**src/rtl/sobel_window_sequencer_if.sv**
```systemverilog
// rtl/sobel_window_sequencer_if.sv - control, pixel-memory and Sobel-stage signal bundle for the window sequencer
interface sobel_window_sequencer_if #(
    parameter int PIXEL_WIDTH = 8,
    parameter int DIM_BITS    = 10,
    parameter int ADDR_BITS   = 20
);
    // frame control and configuration
    logic                   start_frame_i;
    logic                   abort_i;
    logic [DIM_BITS-1:0]    img_width_i;
    logic [DIM_BITS-1:0]    img_height_i;
    logic [ADDR_BITS-1:0]   base_addr_i;

    // pixel memory read port
    logic                   rd_req_o;
    logic [ADDR_BITS-1:0]   rd_addr_o;
    logic                   rd_ack_i;
    logic [PIXEL_WIDTH-1:0] rd_data_i;

    // Sobel stage feed and status
    logic                   start_sobel_o;
    logic [PIXEL_WIDTH-1:0] px_o;
    logic                   px_rdy_o;
    logic                   busy_o;
    logic                   frame_done_o;
    logic                   cfg_err_o;

    // sequencer side
    modport master (
        input  start_frame_i, abort_i, img_width_i, img_height_i, base_addr_i,
        input  rd_ack_i, rd_data_i,
        output rd_req_o, rd_addr_o,
        output start_sobel_o, px_o, px_rdy_o, busy_o, frame_done_o, cfg_err_o
    );

    // environment side: controller, pixel memory and Sobel stage
    modport slave (
        output start_frame_i, abort_i, img_width_i, img_height_i, base_addr_i,
        output rd_ack_i, rd_data_i,
        input  rd_req_o, rd_addr_o,
        input  start_sobel_o, px_o, px_rdy_o, busy_o, frame_done_o, cfg_err_o
    );
endinterface

```
**src/rtl/sobel_window_sequencer.sv**
```systemverilog
// rtl/sobel_window_sequencer.sv - walks a frame column-by-column in 3-row bands and feeds pixels to the Sobel stage
module sobel_window_sequencer #(
    parameter int PIXEL_WIDTH = 8,
    parameter int DIM_BITS    = 10,
    parameter int ADDR_BITS   = 20
) (
    input  logic                     clk_i,
    input  logic                     nreset_i,
    sobel_window_sequencer_if.master bus
);

    typedef enum logic [2:0] {
        S_IDLE,
        S_ROW_START,
        S_REQ,
        S_EMIT,
        S_ROW_GAP,
        S_DONE
    } state_t;

    state_t                 state_q;

    // latched frame configuration
    logic [DIM_BITS-1:0]    w_q;
    logic [DIM_BITS-1:0]    h_q;

    // position within the frame: output row, column, row within the column (0..2)
    logic [DIM_BITS-1:0]    row_q;
    logic [DIM_BITS-1:0]    col_q;
    logic [1:0]             sub_q;
    logic                   gap_q;

    // start addresses of the three source rows of the current band
    logic [ADDR_BITS-1:0]   top_q;
    logic [ADDR_BITS-1:0]   mid_q;
    logic [ADDR_BITS-1:0]   bot_q;

    // registered outputs
    logic                   rd_req_q;
    logic [ADDR_BITS-1:0]   rd_addr_q;
    logic                   start_sobel_q;
    logic [PIXEL_WIDTH-1:0] px_q;
    logic                   px_rdy_q;
    logic                   busy_q;
    logic                   frame_done_q;
    logic                   cfg_err_q;

    // next-fetch decode
    logic [ADDR_BITS-1:0]   w_ext;
    logic [ADDR_BITS-1:0]   w_in_ext;
    logic [ADDR_BITS-1:0]   col_nxt_ext;
    logic [ADDR_BITS-1:0]   next_addr;
    logic [DIM_BITS-1:0]    col_nxt;
    logic [1:0]             sub_nxt;
    logic                   last_px;
    logic                   more_rows;
    logic                   cfg_bad;

    // Work out which pixel follows the one just emitted and where it lives
    always_comb begin
        w_ext    = ADDR_BITS'(w_q);
        w_in_ext = ADDR_BITS'(bus.img_width_i);
        cfg_bad  = (bus.img_width_i < DIM_BITS'(3)) || (bus.img_height_i < DIM_BITS'(3));

        last_px   = (sub_q == 2'd2) && (col_q == w_q - DIM_BITS'(1));
        more_rows = (row_q != h_q - DIM_BITS'(3));

        if (sub_q == 2'd2) begin
            sub_nxt = 2'd0;
            col_nxt = col_q + DIM_BITS'(1);
        end else begin
            sub_nxt = sub_q + 2'd1;
            col_nxt = col_q;
        end

        col_nxt_ext = ADDR_BITS'(col_nxt);
        case (sub_nxt)
            2'd0:    next_addr = top_q + col_nxt_ext;
            2'd1:    next_addr = mid_q + col_nxt_ext;
            default: next_addr = bot_q + col_nxt_ext;
        endcase
    end

    // Frame sequencing FSM with registered outputs; abort overrides everything including a same-cycle ack
    always_ff @(posedge clk_i or negedge nreset_i) begin
        if (!nreset_i) begin
            state_q       <= S_IDLE;
            w_q           <= '0;
            h_q           <= '0;
            row_q         <= '0;
            col_q         <= '0;
            sub_q         <= '0;
            gap_q         <= 1'b0;
            top_q         <= '0;
            mid_q         <= '0;
            bot_q         <= '0;
            rd_req_q      <= 1'b0;
            rd_addr_q     <= '0;
            start_sobel_q <= 1'b0;
            px_q          <= '0;
            px_rdy_q      <= 1'b0;
            busy_q        <= 1'b0;
            frame_done_q  <= 1'b0;
            cfg_err_q     <= 1'b0;
        end else if (bus.abort_i) begin
            state_q       <= S_IDLE;
            rd_req_q      <= 1'b0;
            rd_addr_q     <= '0;
            start_sobel_q <= 1'b0;
            px_q          <= '0;
            px_rdy_q      <= 1'b0;
            busy_q        <= 1'b0;
            frame_done_q  <= 1'b0;
            cfg_err_q     <= 1'b0;
        end else begin
            // strobes last exactly one cycle unless re-asserted below
            px_rdy_q     <= 1'b0;
            frame_done_q <= 1'b0;
            cfg_err_q    <= 1'b0;

            case (state_q)
                S_IDLE: begin
                    if (bus.start_frame_i) begin
                        if (cfg_bad) begin
                            cfg_err_q <= 1'b1;
                        end else begin
                            w_q     <= bus.img_width_i;
                            h_q     <= bus.img_height_i;
                            row_q   <= '0;
                            top_q   <= bus.base_addr_i;
                            mid_q   <= bus.base_addr_i + w_in_ext;
                            bot_q   <= bus.base_addr_i + w_in_ext + w_in_ext;
                            busy_q  <= 1'b1;
                            state_q <= S_ROW_START;
                        end
                    end
                end

                S_ROW_START: begin
                    col_q         <= '0;
                    sub_q         <= 2'd0;
                    start_sobel_q <= 1'b1;
                    rd_req_q      <= 1'b1;
                    rd_addr_q     <= top_q;
                    state_q       <= S_REQ;
                end

                S_REQ: begin
                    if (bus.rd_ack_i) begin
                        px_q     <= bus.rd_data_i;
                        px_rdy_q <= 1'b1;
                        rd_req_q <= 1'b0;
                        state_q  <= S_EMIT;
                    end
                end

                S_EMIT: begin
                    col_q <= col_nxt;
                    sub_q <= sub_nxt;
                    if (!last_px) begin
                        rd_req_q  <= 1'b1;
                        rd_addr_q <= next_addr;
                        state_q   <= S_REQ;
                    end else if (more_rows) begin
                        start_sobel_q <= 1'b0;
                        gap_q         <= 1'b0;
                        state_q       <= S_ROW_GAP;
                    end else begin
                        start_sobel_q <= 1'b0;
                        frame_done_q  <= 1'b1;
                        state_q       <= S_DONE;
                    end
                end

                S_ROW_GAP: begin
                    // two idle cycles between bands; bases slide down one source row at the end
                    if (!gap_q) begin
                        gap_q <= 1'b1;
                    end else begin
                        top_q   <= top_q + w_ext;
                        mid_q   <= mid_q + w_ext;
                        bot_q   <= bot_q + w_ext;
                        row_q   <= row_q + DIM_BITS'(1);
                        state_q <= S_ROW_START;
                    end
                end

                S_DONE: begin
                    busy_q  <= 1'b0;
                    state_q <= S_IDLE;
                end

                default: begin
                    state_q <= S_IDLE;
                end
            endcase
        end
    end

    assign bus.rd_req_o      = rd_req_q;
    assign bus.rd_addr_o     = rd_addr_q;
    assign bus.start_sobel_o = start_sobel_q;
    assign bus.px_o          = px_q;
    assign bus.px_rdy_o      = px_rdy_q;
    assign bus.busy_o        = busy_q;
    assign bus.frame_done_o  = frame_done_q;
    assign bus.cfg_err_o     = cfg_err_q;

endmodule

```
**src/flat_wrapper.sv**
```systemverilog
// flat-port wrapper written by rule: the top's interface ports become plain ports
module sobel_window_sequencer_flat 
#(
    parameter int PIXEL_WIDTH = 8,
    parameter int DIM_BITS    = 10,
    parameter int ADDR_BITS   = 20
)
  (clk_i, nreset_i, bus_start_frame_i, bus_abort_i, bus_img_width_i, bus_img_height_i, bus_base_addr_i, bus_rd_ack_i, bus_rd_data_i, bus_rd_req_o, bus_rd_addr_o, bus_start_sobel_o, bus_px_o, bus_px_rdy_o, bus_busy_o, bus_frame_done_o, bus_cfg_err_o);
  sobel_window_sequencer_if #(.PIXEL_WIDTH(PIXEL_WIDTH), .DIM_BITS(DIM_BITS), .ADDR_BITS(ADDR_BITS)) bus_i ();
  input  logic clk_i;
  input  logic nreset_i;
  input wire logic [$bits(bus_i.start_frame_i)-1:0] bus_start_frame_i;
  input wire logic [$bits(bus_i.abort_i)-1:0] bus_abort_i;
  input wire logic [$bits(bus_i.img_width_i)-1:0] bus_img_width_i;
  input wire logic [$bits(bus_i.img_height_i)-1:0] bus_img_height_i;
  input wire logic [$bits(bus_i.base_addr_i)-1:0] bus_base_addr_i;
  input wire logic [$bits(bus_i.rd_ack_i)-1:0] bus_rd_ack_i;
  input wire logic [$bits(bus_i.rd_data_i)-1:0] bus_rd_data_i;
  output wire logic [$bits(bus_i.rd_req_o)-1:0] bus_rd_req_o;
  output wire logic [$bits(bus_i.rd_addr_o)-1:0] bus_rd_addr_o;
  output wire logic [$bits(bus_i.start_sobel_o)-1:0] bus_start_sobel_o;
  output wire logic [$bits(bus_i.px_o)-1:0] bus_px_o;
  output wire logic [$bits(bus_i.px_rdy_o)-1:0] bus_px_rdy_o;
  output wire logic [$bits(bus_i.busy_o)-1:0] bus_busy_o;
  output wire logic [$bits(bus_i.frame_done_o)-1:0] bus_frame_done_o;
  output wire logic [$bits(bus_i.cfg_err_o)-1:0] bus_cfg_err_o;
  assign bus_i.start_frame_i = bus_start_frame_i;
  assign bus_i.abort_i = bus_abort_i;
  assign bus_i.img_width_i = bus_img_width_i;
  assign bus_i.img_height_i = bus_img_height_i;
  assign bus_i.base_addr_i = bus_base_addr_i;
  assign bus_i.rd_ack_i = bus_rd_ack_i;
  assign bus_i.rd_data_i = bus_rd_data_i;
  assign bus_rd_req_o = bus_i.rd_req_o;
  assign bus_rd_addr_o = bus_i.rd_addr_o;
  assign bus_start_sobel_o = bus_i.start_sobel_o;
  assign bus_px_o = bus_i.px_o;
  assign bus_px_rdy_o = bus_i.px_rdy_o;
  assign bus_busy_o = bus_i.busy_o;
  assign bus_frame_done_o = bus_i.frame_done_o;
  assign bus_cfg_err_o = bus_i.cfg_err_o;
  sobel_window_sequencer #(.PIXEL_WIDTH(PIXEL_WIDTH), .DIM_BITS(DIM_BITS), .ADDR_BITS(ADDR_BITS)) u_core (.clk_i(clk_i), .nreset_i(nreset_i), .bus(bus_i));
endmodule
```
**config.mk**
```make
export PLATFORM = sky130hd
export DESIGN_NAME = sobel_window_sequencer_flat
export DESIGN_NICKNAME = d
export VERILOG_FILES = /design/src/rtl/sobel_window_sequencer_if.sv /design/src/rtl/sobel_window_sequencer.sv /design/src/flat_wrapper.sv
export SDC_FILE = /design/constraint.sdc
export NUM_CORES = 1
export LEC_CHECK = 0
export CAP_MARGIN = 20
export CELL_PAD_IN_SITES_DETAIL_PLACEMENT = 0
export CELL_PAD_IN_SITES_GLOBAL_PLACEMENT = 1
export CORE_ASPECT_RATIO = 1.5
export CORE_MARGIN = 8
export CORE_UTILIZATION = 30
export DETAILED_ROUTE_END_ITERATION = 8
export PLACE_DENSITY_LB_ADDON = 0.15
export RECOVER_POWER = 50
export SLEW_MARGIN = 20
export SYNTH_ARGS = -nofsm -noshare
export SYNTH_HDL_FRONTEND = slang
export SYNTH_SLANG_ARGS = --single-unit
```
**constraint.sdc**
```tcl
create_clock -name clk_i -period 3.2 [get_ports clk_i]
set_input_delay 0.64 -clock clk_i [delete_from_list [all_inputs] [get_ports clk_i]]
set_output_delay 0.64 -clock clk_i [all_outputs]
set_load 0.1 [all_outputs]
```
==> flow_summary.ini <==
[logic_synthesis]
synth_top_cell_area_share = 0.320
synth_xor_area_frac = 0.0726
ys_ff_latch = 140
synth_edf_count = 0
syn-num-nets = 1439
yosys.area.top_type = dfrtp_1
netlist_area_um2 = 11000
yosysSeqAreaShare = 0.320
synthMuxAreaShare = 0.0476
synth_most_common_cell = nand2_1
yosys.area_share.simple = 0.197
ys.flop_type = dfrtp_1
synth_fa_ha_area_frac = 0.0852
synth_top_family_by_area = compound AO/OA/AOI/OAI gates
yosysUniqueCellTypes = 87
synth_compound_area_frac = 0.241
synthTopCellsByCount = nand2_1, dfrtp_1, a21oi_1, nor2_1, o21ai_0
async_reset_ff_frac = 1.00
synth_cells = 1315
yosysWarnings = 0
ys_top_cells_by_area = dfrtp_1, ha_1, a21oi_1
syn_avg_cell_area_um2 = 8.33

[run]
max_cap_viol_count = 1

[run_status]
violations = max-capacitance violations, max-slew violations, negative setup slack
status = finished with violations

[cts]
cts_root_buf = clkbuf_16
cts_hold_buf = 0
clock_latency_ns = 0.45
numCtsBuffers = 17
cts.sinks = 140
clockBufferDepth = 2
cts_tree = done
clk_pin_slew_ns = 0.06
htreeDepth = 4

[drt]
drc = 0
post_drt_via_cell_ratio = 5.16
postRouteAntennaNets = 0
drt_iter0_markers = 587
routedWlPerCell_um = 17.7
wl_um = 37000
num_vias = 10800
drtPass1Iterations = 5

[floorplan]
die_w_um = 172
rows = 85
die_area_um2 = 43000
io_pins = 87
fp.dieH_um = 250
coreArea_um2 = 35900
start_util = 0.305

[power_and_ir_drop]
power.leakage_nw = 6.50
max-vdd-ir-drop_uv = 432
p_per_area_nw_per_um2 = 709

[setup_path]
reg2reg_depth = 13
reg2reg_from = u_core.sub_q[0]
critical_path.endpoint_type = flip-flop
startpoint = bus_img_width_i[0]
crit_type = in2reg
start_kind = primary input
cp_data_arrival_time_ns = 3.61
timing.rr.end = u_core.bus.rd_addr_o[17]
rrSetupSlack_ns = -0.04
path_max_fanout = 3
cp.required_ns = 3.54
endpoint = u_core.bot_q[17]

[sta]
fin_setup_tns_ns = -0.204
min_period_ns = 3.27
clock_skew_ns = 0.00836
fmax_mhz = 306
setup_ws_ns = -0.0727
drv_slew = 68
finalHoldViolations = 0
period_share = 1.02
worst_pin_slew_ns = 1.76
finalSetupViolations = 6
rsz0062_at_grt = true
slew_headroom = -0.172

[placed_design]
placed_area_um2 = 13800
portBuffers = 86
finalWeightedCongestion = 0.864
pre_cts_slack_ns = -1.02
dp_hpwl_um = 28500

[layout]
stdcell_area_um2 = 15200
area_delta_synth_final_pct = 38.4
drive_gt1_frac = 0.285
finalCoreUtilization = 0.422
antennaDiodeCount = 0
final_nets = 1723
fill_cells = 3680

[min_path]
min_path_type = reg2reg

[global_route]
grt.total_usage = 0.175
grt_pass1_wl_um = 59100
antenna_found_initial = 0
grt_max_degree = 68
grt_pass1_vias = 10900
grt_overflow_total = 0
==> metal layers <==
metal  vias to the layer above  track usage  share of wire
li1                       5395            -              -
met1                      5116        0.220           0.45
met2                       214        0.299           0.49
met3                        54       0.0194          0.034
met4                         0       0.0669          0.027
met5                         -            0              0
==> what timing repair did <==
item                                    CTS  global route
endpoints found under the hold margin     0             0
resized for setup                       117            44
endpoints found under the setup margin   23            26
buffers inserted                         27            10
pin swaps                                56            41
==> worst min-delay path by stage <==
stage | startpoint | to | cells after the start
after global routing | u_core.mid_q[19] | u_core.mid_q[19] | 1
final | u_core.mid_q[19] | u_core.mid_q[19] | 1
after CTS | nreset_i | u_core.bus.rd_addr_o[0] | 1
after floorplan | nreset_i | u_core.bot_q[0] | 0
after global placement | u_core.bot_q[6] | u_core.bot_q[6] | 2
after detailed placement | u_core.bot_q[2] | u_core.bot_q[2] | 2
==> state kept, by name, summed over array words and instances, names as in the netlist, 2 cells and up <==
register,cells
u_core.bot_q,20
u_core.bus.px_o,8
u_core.bus.rd_addr_o,20
u_core.col_q,10
u_core.h_q,10
u_core.mid_q,20
u_core.row_q,10
u_core.state_q,3
u_core.sub_q,2
u_core.top_q,20
u_core.w_q,10
==> area by class of cell <==
class	count	area [um^2]	area share
Multi-Input combinational cell	1073	7650	0.505
Timing Repair Buffer	333	2680	0.177
Tap cell	478	598	0.0394
Clock buffer	17	425	0.0281
Clock inverter	14	170	0.0112
Sequential cell	140	3500	0.231
Inverter	34	128	0.00842
==> critical path, cell delays in order <==
cell and delay (ns):
buf_8 0.10, ha_4 0.15, fa_2 0.35, a21o_4 0.24
buf_6 0.12, a31oi_4 0.15, o31ai_2 0.08, xor2_1 0.18
ha_1 0.35, and2_4 0.18, o21a_1 0.20, a211oi_4 0.27
nor4_4 0.06, buf_4 0.15, a31o_2 0.19, a31o_2 0.19
==> through the flow <==
stage | power, mW | hold slack (ns) | cells
final | 10.7 | 0.520 | 2089
after floorplan | 6.34 | 0.344 | 1315
after CTS | 10.7 | 0.208 | 2081
after global routing | 11.6 | 0.550 | 2089
after detailed placement | 8.27 | 0.506 | 2025
after global placement | 8.21 | 0.497 | 2025
==> power breakdown <==
part / total [mW] / leakage (nW) / switching [mW] / internal, mW
clock network: 2.08 / 0.293 / 0.857 / 1.22
registers: 2.75 / 1.72 / 0.539 / 2.21
logic: 5.92 / 4.49 / 3.34 / 2.58
==> cells in the final DEF (no fill, tap or decap), types with 10 or more instances in the layout <==
cell type        instances
nor2b_1                 15
o211ai_1                14
o22ai_1                 15
nand2_1                135
mux2i_1                 22
ha_1                    54
buf_4                  264
buf_6                   12
o21ai_0                 93
mux2_2                  23
nand2b_1                10
a21o_1                  14
xor2_1                  33
nor2_1                 109
nor3_1                  30
clkbuf_16               17
or3_1                   14
nor4_1                  13
nand3_1                 51
inv_1                   34
a22oi_1                 17
xnor2_1                 49
a21oi_1                118
clkdlybuf4s50_1         36
dfrtp_1                140
and3_1                  11
==> logic make-up after synthesis <==
kind of cell             count (synthesis)
AND/OR/NAND/NOR                        454
AO/OA/AOI/OAI                          409
flip-flops                             140
buffers and inverters                  102
XOR/XNOR                                90
adder cells (fa/ha/maj)                 71
multiplexers                            49
(Power assumes the default switching activity.)
